--- src/rtl/rs232_tx_arb.sv ---
// Round-robin arbiter sharing one RS-232 serializer among P_NREQ packet sources.
// Optional source-id header byte per packet: define RS232_TX_ARB_SRCID_EN.
module rs232_tx_arb #(
  parameter int P_NREQ    = 4,
  parameter int P_TIMEOUT = 1024,
  parameter int P_GW      = 2
) (
  input  logic                  clk,
  input  logic                  rst_n,
  input  logic [P_NREQ-1:0]     req_valid,
  input  logic [8*P_NREQ-1:0]   req_data,
  input  logic [P_NREQ-1:0]     req_last,
  output logic [P_NREQ-1:0]     req_ack,
  output logic                  ser_req,
  output logic [7:0]            ser_data,
  input  logic                  ser_ack,
  output logic [P_GW-1:0]       grant_id,
  output logic                  busy,
  output logic                  timeout_err
);

  localparam int LP_IW = (P_NREQ > 1) ? $clog2(P_NREQ) : 1;
  localparam int LP_SW = LP_IW + 1;
  localparam int LP_TW = $clog2(P_TIMEOUT) + 1;
  localparam logic [LP_TW-1:0] LP_TMAX = LP_TW'(P_TIMEOUT - 1);

  typedef enum logic [1:0] {
    S_IDLE = 2'd0,
    S_LOAD = 2'd1,
    S_SEND = 2'd2
`ifdef RS232_TX_ARB_SRCID_EN
    , S_HDR = 2'd3
`endif
  } state_t;

`ifdef RS232_TX_ARB_SRCID_EN
  function automatic logic [7:0] f_hdr(input logic [LP_IW-1:0] id);
    logic [2:0] v_id3;
    v_id3 = 3'(id);
    return {4'hA, 1'b0, v_id3};
  endfunction
`endif

  state_t              r_state, w_state;
  logic [LP_IW-1:0]    r_last_grant, w_last_grant;
  logic [P_GW-1:0]     r_grant, w_grant;
  logic [LP_TW-1:0]    r_cnt, w_cnt;
  logic                r_last, w_last;
  logic                r_ser_req, w_ser_req;
  logic [7:0]          r_ser_data, w_ser_data;
  logic [P_NREQ-1:0]   r_req_ack, w_req_ack;
  logic                r_busy, w_busy;
  logic                r_tout, w_tout;
  logic                w_found;
  logic [LP_IW-1:0]    w_winner;
  logic [LP_IW-1:0]    w_gidx;
  logic [7:0]          w_bytes [P_NREQ];

  assign w_gidx = r_grant[LP_IW-1:0];

  for (genvar gi = 0; gi < P_NREQ; gi++) begin : g_bytes
    assign w_bytes[gi] = req_data[8*gi +: 8];
  end

  // Round-robin search starting just after the last granted requester
  always_comb begin
    logic [LP_SW-1:0] v_sum;
    logic [LP_IW-1:0] v_idx;
    w_found  = 1'b0;
    w_winner = '0;
    v_sum    = '0;
    v_idx    = '0;
    for (int k = 1; k <= P_NREQ; k++) begin
      v_sum = {1'b0, r_last_grant} + LP_SW'(k);
      if (v_sum >= LP_SW'(P_NREQ)) begin
        v_sum = v_sum - LP_SW'(P_NREQ);
      end else begin
        v_sum = v_sum;
      end
      v_idx = v_sum[LP_IW-1:0];
      if (!w_found && req_valid[v_idx]) begin
        w_found  = 1'b1;
        w_winner = v_idx;
      end else begin
        w_found  = w_found;
      end
    end
  end

  // Next-state and next-output decode
  always_comb begin
    w_state      = r_state;
    w_last_grant = r_last_grant;
    w_grant      = r_grant;
    w_cnt        = r_cnt;
    w_last       = r_last;
    w_ser_req    = r_ser_req;
    w_ser_data   = r_ser_data;
    w_req_ack    = '0;
    w_tout       = 1'b0;
    case (r_state)
      S_IDLE: begin
        w_cnt = '0;
        if (w_found) begin
          w_grant = P_GW'(w_winner);
`ifdef RS232_TX_ARB_SRCID_EN
          w_ser_req  = 1'b1;
          w_ser_data = f_hdr(w_winner);
          w_state    = S_HDR;
`else
          w_state    = S_LOAD;
`endif
        end else begin
          w_state = S_IDLE;
        end
      end
      S_LOAD: begin
        if (req_valid[w_gidx]) begin
          w_ser_data        = w_bytes[w_gidx];
          w_last            = req_last[w_gidx];
          w_req_ack[w_gidx] = 1'b1;
          w_ser_req         = 1'b1;
          w_cnt             = '0;
          w_state           = S_SEND;
        end else if (r_cnt == LP_TMAX) begin
          w_tout       = 1'b1;
          w_last_grant = w_gidx;
          w_cnt        = '0;
          w_state      = S_IDLE;
        end else begin
          w_cnt = r_cnt + LP_TW'(1);
        end
      end
      S_SEND: begin
        if (ser_ack) begin
          w_ser_req = 1'b0;
          if (r_last) begin
            w_last_grant = w_gidx;
            w_state      = S_IDLE;
          end else begin
            w_state = S_LOAD;
          end
        end else begin
          w_state = S_SEND;
        end
      end
`ifdef RS232_TX_ARB_SRCID_EN
      S_HDR: begin
        // header carries no requester byte, so no ack and no timeout here
        if (ser_ack) begin
          w_ser_req = 1'b0;
          w_state   = S_LOAD;
        end else begin
          w_state = S_HDR;
        end
      end
`endif
      default: begin
        w_state   = S_IDLE;
        w_ser_req = 1'b0;
      end
    endcase
    w_busy = (w_state != S_IDLE);
  end

  // State and registered outputs
  always_ff @(posedge clk or negedge rst_n) begin
    if (!rst_n) begin
      r_state      <= S_IDLE;
      r_last_grant <= LP_IW'(P_NREQ - 1);
      r_grant      <= '0;
      r_cnt        <= '0;
      r_last       <= 1'b0;
      r_ser_req    <= 1'b0;
      r_ser_data   <= 8'h00;
      r_req_ack    <= '0;
      r_busy       <= 1'b0;
      r_tout       <= 1'b0;
    end else begin
      r_state      <= w_state;
      r_last_grant <= w_last_grant;
      r_grant      <= w_grant;
      r_cnt        <= w_cnt;
      r_last       <= w_last;
      r_ser_req    <= w_ser_req;
      r_ser_data   <= w_ser_data;
      r_req_ack    <= w_req_ack;
      r_busy       <= w_busy;
      r_tout       <= w_tout;
    end
  end

  assign req_ack     = r_req_ack;
  assign ser_req     = r_ser_req;
  assign ser_data    = r_ser_data;
  assign grant_id    = r_grant;
  assign busy        = r_busy;
  assign timeout_err = r_tout;

endmodule

--- config.mk ---
export PLATFORM = sky130hd
export DESIGN_NAME = rs232_tx_arb
export DESIGN_NICKNAME = d
export VERILOG_FILES = /design/src/rtl/rs232_tx_arb.sv
export SDC_FILE = /design/constraint.sdc
export NUM_CORES = 1
export LEC_CHECK = 0
export CAP_MARGIN = 20
export CELL_PAD_IN_SITES_DETAIL_PLACEMENT = 1
export CELL_PAD_IN_SITES_GLOBAL_PLACEMENT = 1
export CORE_MARGIN = 5
export CORE_UTILIZATION = 38
export DETAILED_ROUTE_END_ITERATION = 6
export PLACE_DENSITY_LB_ADDON = 0.1
export SYNTH_ARGS = -nofsm -noshare
export SYNTH_HDL_FRONTEND = slang
export SYNTH_SLANG_ARGS = --single-unit
export TNS_END_PERCENT = 30
--- constraint.sdc ---
create_clock -name clk -period 3 [get_ports clk]
set_input_delay 0.3 -clock clk [delete_from_list [all_inputs] [get_ports clk]]
set_output_delay 0.3 -clock clk [all_outputs]
set_load 0.02 [all_outputs]
Word-level counts from Yosys, hierarchy flattened
Cells that the tools add are included.

Reductions and logical operators: 15. Magnitude comparators: 11. Eq/ne operators: 8. Multiplexer cells: 51. Bitwise operators: 2. Add/sub/neg operators: 9.

Operator list (number): 2-bit 2-to-1 mux (15); 11-bit 2-to-1 mux (2); 11-bit one-hot mux with 2 select lines (1); 1-bit 2-to-1 mux (18); 8-bit binary-select mux with 2-bit select (1); 8-bit 2-to-1 mux (2); 3-bit greater-or-equal comparator (second input constant) (5); 2-bit by 3-bit < comparator with 1-bit output (second input constant) (5); 1-bit binary-select mux with 2-bit select (6); 11-bit by 1-bit adder with 11-bit output (second input constant) (1); 11-bit by 10-bit equality test with 1-bit output (second input constant) (1); 2-bit inequality test (second input constant) (5); 4-bit 2-to-1 mux (2); 2-bit by 1-bit subtractor with 2-bit output (second input constant) (4); 2-bit by 2-bit adder with 3-bit output (second input constant) (2); 2-bit one-hot mux with 3 select lines (1); 2-bit nonzero test (3); 5-bit AND reduction (1); 1-bit logical AND (4); 2-bit one-hot mux with 2 select lines (1); 2-bit AND reduction (2); 2-bit by 1-bit adder with 3-bit output (second input constant) (1); 2-bit by 3-bit adder with 3-bit output (second input constant) (1); 1-bit zero test (3); 9 further kinds (9).

Bits of input ports: 43. Bits in registers: 33. Word-level logic and storage cells: 106.

Logic depth before layout (Yosys ltp)
Gate-level depths: netlist (run 1).

Depth in word-level cells: 18. Mapped depth: 6. Mapped depth without buffers: 5.

Worst setup path before layout (run 1)
No wires, ideal clock.

Path kind: flip-flop to flip-flop. From: register r_grant[1] (netlist: grant_id[1]). To: register r_ser_data[3] (netlist: ser_data[3]). Buffers on the path: 2. Period minus slack after synthesis: 1851 ps. Arrival: 1726 ps. Slack: 1149 ps. Stages on the path, launching flop included: 7. Cells stage by stage: dfrtp_1 buf_6 mux2_4 mux2_4 nand3_4 buf_12 mux2_4.

Longest elaborated chain between the ends: 4. Elaborated cells between the ends (all ways): 7. Classes of those cells: mux (5); bitwise (1); reduce/logical (1).

Ends and longest elaborated chain: start: declaration (line 46) `logic [P_GW-1:0] r_grant, w_grant;`; start signal: assignment (line 182) `r_grant <= w_grant;`; 2-bit inverter with 3-bit output (not written as such) (line 119) `w_ser_data = w_bytes[w_gidx];`; 8-bit binary-select mux with 2-bit select (line 119); 8-bit 2-to-1 mux (not written as such) (2 in series) (line 119); end signal: assignment (line 186) `r_ser_data <= w_ser_data;`; end: declaration (line 50) `logic [7:0] r_ser_data, w_ser_data;`.

Parallel ways exist; a longest one is shown, timed or not. The select of a mux whose other input is x is not followed. A chain may end at the register's enable or synchronous reset.

Worst setup path in the final report (run 1)
From: register r_grant[1] (netlist: grant_id[1]). To: output port grant_id[1].

RTL lines: end: declaration (line 17) `output logic [P_GW-1:0] grant_id,`.

No word-level cell between the ends.

==> flow_metrics.py, run 1 <==
metrics = {
    "cells_and_area": {
        "postLayoutCoreUtil_pct": 54.6,
        "antenna_cells": 0,
        "layout_common_cells": "clkdlybuf4s50_1 (59), dfrtp_1 (31), nand2_1 (16), nor3_1 (9), mux4_2 (9)",
        "layout_commonest_cell": "clkdlybuf4s50_1",
        "stdcell_area_sq_um": 2580,
        "nets": 265,
        "syn_to_final_growth_pct": 39.4,
        "n_fill_cell": 506,
        "drive_above_1_share_pct": 19.4,
    },
    "yosys": {
        "yosys.area_share.adder_pct": 0.676,
        "netlist_instances": 158,
        "synth_seq_cells": 33,
        "synthXorXnorAreaFrac_pct": 0.947,
        "synthesis.area_sq_um": 1850,
        "synth_top_family_by_area": "multiplexers",
        "ys_seq_area_share_pct": 44.8,
        "async_flop_share_pct": 100,
        "synth_cell_type_count": 44,
        "synth-simple-area-share_pct": 15.3,
        "avgSynthCellArea_sq_um": 11.7,
        "yosysWarnings": 0,
        "synth_compound_gate_area_share_pct": 11.3,
        "syn_nets": 202,
        "synth.mux.area_fraction_pct": 22.0,
        "synth_flop_cell": "dfrtp_1",
        "synth_edf_count": 0,
    },
    "power": {
        "pwr-share-clk_pct": 15.0,
        "ir_drop_mv": 0.578,
        "p_per_area_nw_per_um2": 832,
        "p_sw_mw": 0.809,
        "seq_power_share_pct": 35.1,
        "internal_power_mw": 1.34,
        "p_sw_share_pct": 37.7,
        "p_leak_nw": 1.02,
        "power_frac_comb_pct": 49.9,
    },
    "timing": {
        "maxSlewHeadroom_pct": 49.3,
        "fin_tns_setup_ps": 0,
        "slew_violations": 0,
        "setup_viol": 0,
        "hold_slack_ps": 423,
        "min_period_ps": 2070,
        "fin_crit_sh_pct": 69.1,
        "clock_skew_ps": 6.15,
        "rsz0062_at_grt": "no",
        "worst_slew_pin_slew_ps": 750,
        "setup_ws_ps": 927,
        "max_freq_mhz": 482,
        "final-hold-violation-count": 0,
    },
    "cts": {
        "holdBufCountCts": 0,
        "clock_path_buffers": 2,
        "cts.sinks": 33,
        "cts_tree": "built",
        "path_clk_slew_ps": 70,
        "clkLatencyLatePin_ps": 280,
        "cts.htree.levels": 2,
        "cts_resized": 0,
        "cts_setup_buffers": 0,
        "cts_root_buf": "clkbuf_8",
        "cts_made_buffers": 5,
    },
    "placed_design": {
        "place.gp.congestion": 0.865,
        "place.detailed.hpwl_um": 4060,
        "placed_area_sq_um": 2490,
        "port_buffers": 59,
        "pre_cts_ws_ps": 866,
    },
    "global_route": {
        "use_met2_pct": 28.6,
        "busiest_layer": "met2",
        "use_met1_pct": 21.6,
        "antenna_found_initial": 0,
        "grt_max_degree": 34,
        "met3_usage_pct": 4.97,
        "grt_pass1_wl_um": 8340,
        "globalRouteOverflowTotal": 0,
        "grt_util_all_layers_pct": 17.0,
        "grt_pass1_vias": 1669,
    },
    "detailed_routing": {
        "via_count": 1530,
        "drcViolationCount": 0,
        "drtIter0Drc": 54,
        "ant_nets": 0,
        "route.detailed.wl_per_inst_um": 17.9,
        "vias_per_cell": 5.29,
        "drtPass1Iterations": 4,
        "drt-total-wl_um": 5190,
    },
    "die": {
        "die_area_sq_um": 6370,
        "start_util_pct": 39.2,
        "coreArea_sq_um": 4720,
        "die_w_um": 79.8,
        "ios": 60,
        "fp-row-count": 25,
        "die_h_um": 79.8,
    },
    "setup_path": {
        "r2r-start": "grant_id[1]",
        "critPathArrivalTime_ps": 1770,
        "critPathCaptureType": "primary output",
        "crit_fanout": 10,
        "critPathLaunchType": "flip-flop",
        "cp_slowest_stage_delay_ps": 630,
        "required_ps": 2700,
        "path_cells": "buf_4 -> clkdlybuf4s50_1",
        "crit_type": "flip-flop to primary output",
        "cpLargestDelayFamily": "buffers and inverters",
        "crit_slowest_cell": "clkdlybuf4s50_1",
        "cp_num_buf_inv": 2,
        "crit_start": "grant_id[1]",
    },
    "run_status": {
        "status": "completed",
    },
    "run": {
        "cap_violations": 0,
    },
    "hold_path": {
        "hold_path_class": "input pin to asynchronous set/reset pin",
    },
}
-- final timing paths --
path | to | cells after the start | slack, ps
max | grant_id[1] | 2 | 930
min | r_cnt[2] | 2 | 420
max reg2reg | ser_data[1] | 4 | 1070
min reg2reg | ser_data[2] | 1 | 510
max in group asynchronous | r_last_grant[1] | 2 | 2230
min in group clk | ser_data[2] | 1 | 510
-- per-layer routing --
| metal | share of wire [%] | vias up |
|---|---|---|
| met5 | 0 | - |
| met4 | 0.75 | 0 |
| met3 | 4.5 | 5 |
| met2 | 51 | 38 |
| met1 | 43 | 776 |
| li1 | - | 711 |
-- cell usage after synthesis (3+ instances only) --
cell | instances | area share, %
dfrtp_1 | 31 | 42
nand2_1 | 16 | 3.2
mux4_2 | 9 | 11
nor3_1 | 9 | 2.4
a21oi_1 | 8 | 2.2
mux2_2 | 7 | 4.3
mux2_4 | 7 | 5.7
inv_1 | 6 | 1.2
o21ai_0 | 6 | 1.6
nor2_1 | 5 | 1.0
nand2b_1 | 4 | 1.4
a31oi_1 | 3 | 1.0
nand3_1 | 3 | 0.81
o22ai_1 | 3 | 1.0
-- stage by stage --
stage	total power, mW	std cells
after floorplan	1.46	158
after global placement	1.80	281
after detailed placement	1.84	281
after CTS	2.17	289
after global routing	2.29	289
final	2.15	289
-- logic make-up after synthesis --
family / after synthesis
AO/OA/AOI/OAI: 31
multiplexers: 25
buffers and inverters: 14
adder cells (fa/ha/maj): 1
XOR/XNOR: 2
AND/OR/NAND/NOR: 52
flip-flops: 33
-- power by group through the flow --
stage | Combinational (mW) | Sequential (mW) | Clock [mW]
5_1_grt | 1.15 | 0.779 | 0.357
4_1_cts | 1.09 | 0.752 | 0.332
2_1_floorplan | 0.672 | 0.790 | 0
6_report | 1.07 | 0.753 | 0.323
3_5_place_dp | 1.08 | 0.761 | 0
3_3_place_gp | 1.04 | 0.751 | 0
-- sequential cells by signal, indices dropped and copies added (netlist names) --
name and count:
grant_id 2, r_cnt 11, ser_req 1, r_state 2, r_last_grant 2, ser_data 8, busy 1, timeout_err 1
req_ack 4, r_last 1
-- layout make-up --
class / instances / area, sq um / area share, %
timing repair buffer: 64 / 628 / 24.4
clock buffer: 5 / 68.8 / 2.67
multi-input combinational: 111 / 930 / 36.1
inverter: 6 / 22.5 / 0.873
clock inverter: 3 / 17.5 / 0.679
tap: 67 / 83.8 / 3.25
sequential: 33 / 828 / 32.1
Note: power is estimated with default switching activity, not from simulation.
==> inputs of run 2 (changes only) <==
--- a/config.mk
+++ b/config.mk
@@ -9,7 +9,7 @@
 export CELL_PAD_IN_SITES_DETAIL_PLACEMENT = 1
 export CELL_PAD_IN_SITES_GLOBAL_PLACEMENT = 1
 export CORE_MARGIN = 5
-export CORE_UTILIZATION = 38
+export CORE_UTILIZATION = 35
 export DETAILED_ROUTE_END_ITERATION = 6
 export PLACE_DENSITY_LB_ADDON = 0.1
 export SYNTH_ARGS = -nofsm -noshare
==> constraint.sdc (replaced) <==
create_clock -name clk -period 1.93 [get_ports clk]
set_input_delay 0.193 -clock clk [delete_from_list [all_inputs] [get_ports clk]]
set_output_delay 0.193 -clock clk [all_outputs]
set_load 0.02 [all_outputs]
==> flow_metrics.py, run 2 (synthesis results as in run 1) <==
metrics = {
    "power": {
        "power_frac_comb_pct": 51.7,
        "pwr-share-clk_pct": 16.9,
        "p_leak_nw": 1.06,
        "internal_power_mw": 2.19,
        "p_sw_share_pct": 36.2,
        "p_per_area_nw_per_um2": 1300,
        "seq_power_share_pct": 31.5,
        "ir_drop_mv": 0.652,
        "p_sw_mw": 1.24,
        "total_power_mw": 3.44,
    },
    "setup_path": {
        "crit_fanout": 15,
        "required_ps": 1740,
        "path_cells": "buf_4 -> clkdlybuf4s50_1",
        "cp_slowest_stage_delay_ps": 640,
        "cpLargestDelayFamily": "buffers and inverters",
        "critPathCaptureType": "primary output",
        "critPathLaunchType": "flip-flop",
        "cp_num_buf_inv": 2,
        "crit_type": "flip-flop to primary output",
        "crit_slowest_cell": "clkdlybuf4s50_1",
        "critPathArrivalTime_ps": 1600,
    },
    "die": {
        "coreArea_sq_um": 5110,
        "ios": 60,
        "start_util_pct": 36.2,
        "die_area_sq_um": 6840,
        "die_h_um": 82.7,
        "fp-row-count": 26,
        "die_w_um": 82.7,
    },
    "cells_and_area": {
        "largest_reg_flops": 11,
        "antenna_cells": 0,
        "nets": 271,
        "layout_commonest_cell": "clkdlybuf4s50_1",
        "fin_cells": 298,
        "top_register": "r_cnt",
        "postLayoutCoreUtil_pct": 51.8,
        "drive_above_1_share_pct": 21.9,
        "stdcell_area_sq_um": 2650,
        "syn_to_final_growth_pct": 42.9,
        "layout_common_cells": "clkdlybuf4s50_1 (59), dfrtp_1 (31), nand2_1 (16), buf_4 (11)",
    },
    "cts": {
        "cts.sinks": 33,
        "path_clk_slew_ps": 70,
        "holdBufCountCts": 0,
        "cts_setup_buffers": 0,
        "cts_tree": "built",
        "cts_resized": 0,
        "cts_made_buffers": 5,
        "clkLatencyLatePin_ps": 290,
        "cts_root_buf": "clkbuf_8",
        "cts.htree.levels": 2,
        "clock_path_buffers": 2,
    },
    "timing": {
        "rsz0062_at_grt": "no",
        "fin_crit_sh_pct": 93.1,
        "slew_violations": 0,
        "min_period_ps": 1800,
        "final-hold-violation-count": 0,
        "clock_skew_ps": 10.6,
        "maxSlewHeadroom_pct": 64.3,
        "fin_tns_setup_ps": 0,
        "max_freq_mhz": 556,
        "hold_slack_ps": 310,
        "setup_viol": 0,
        "setup_ws_ps": 133,
        "worst_slew_pin_slew_ps": 522,
    },
    "detailed_routing": {
        "drt-total-wl_um": 5050,
        "via_count": 1556,
        "drtPass1Iterations": 4,
        "vias_per_cell": 5.22,
        "route.detailed.wl_per_inst_um": 17.0,
        "drcViolationCount": 0,
        "drtIter0Drc": 53,
        "ant_nets": 0,
    },
    "run": {
        "cap_violations": 0,
    },
    "global_route": {
        "antenna_found_initial": 0,
        "grt_pass1_vias": 1663,
        "grt_pass1_wl_um": 8070,
        "grt_max_degree": 34,
        "grt_util_all_layers_pct": 15.9,
        "globalRouteOverflowTotal": 0,
    },
    "placed_design": {
        "place.detailed.hpwl_um": 4020,
        "placed_area_sq_um": 2540,
        "post-place-cells": 290,
        "pre_cts_ws_ps": -94.1,
        "place.gp.congestion": 0.808,
        "port_buffers": 59,
    },
    "hold_path": {
        "hold_path_class": "input pin to asynchronous set/reset pin",
    },
    "run_status": {
        "status": "completed",
    },
}
==> run 2: area by class of cell <==
type / instances / area, sq um
multi-input combinational: 111 / 932
inverter: 6 / 22.5
tap: 70 / 87.6
timing repair buffer: 70 / 673
clock buffer: 7 / 96.3
clock inverter: 1 / 5.00
sequential: 33 / 828
fill: 576 / 2460
==> run 2: routing by layer <==
layer	GRT usage [%]	share of wire (%)
met1	18.4	38
met2	28.8	56
met3	4.01	4.0
met4	4.90	1.2
met5	0	0
==> run 2: worst paths after layout <==
check                      depth (start not counted)              end  slack (ps)   startpoint
min in group clk                                   1      ser_data[6]         520  ser_data[6]
setup reg to reg                                   5         r_cnt[3]         150     r_cnt[0]
hold reg to reg                                    1      ser_data[6]         520  ser_data[6]
hold / removal                                     2         r_cnt[4]         310        rst_n
max in group asynchronous                          2  r_last_grant[1]        1280        rst_n
setup / recovery                                   2      grant_id[1]         130  grant_id[1]
==> run 2: power by group through the flow <==
stage	sequential (mW)	clock, mW	combinational (mW)
detailed placement	1.10	0	1.81
finish	1.08	0.579	1.78
global route	1.12	0.633	1.93
CTS	1.09	0.595	1.81
floorplan	1.23	0	1.05
global placement	1.08	0	1.75
==> inputs of run 3 (changes only) <==
--- a/config.mk
+++ b/config.mk
@@ -10,6 +10,7 @@
 export CELL_PAD_IN_SITES_GLOBAL_PLACEMENT = 1
 export CORE_MARGIN = 5
 export CORE_UTILIZATION = 35
+export CTS_CLUSTER_SIZE = 8
 export DETAILED_ROUTE_END_ITERATION = 6
 export PLACE_DENSITY_LB_ADDON = 0.1
 export SYNTH_ARGS = -nofsm -noshare
==> results of run 3 <==
Same layout as run 2: the final DEF is identical, and so are final timing and power.
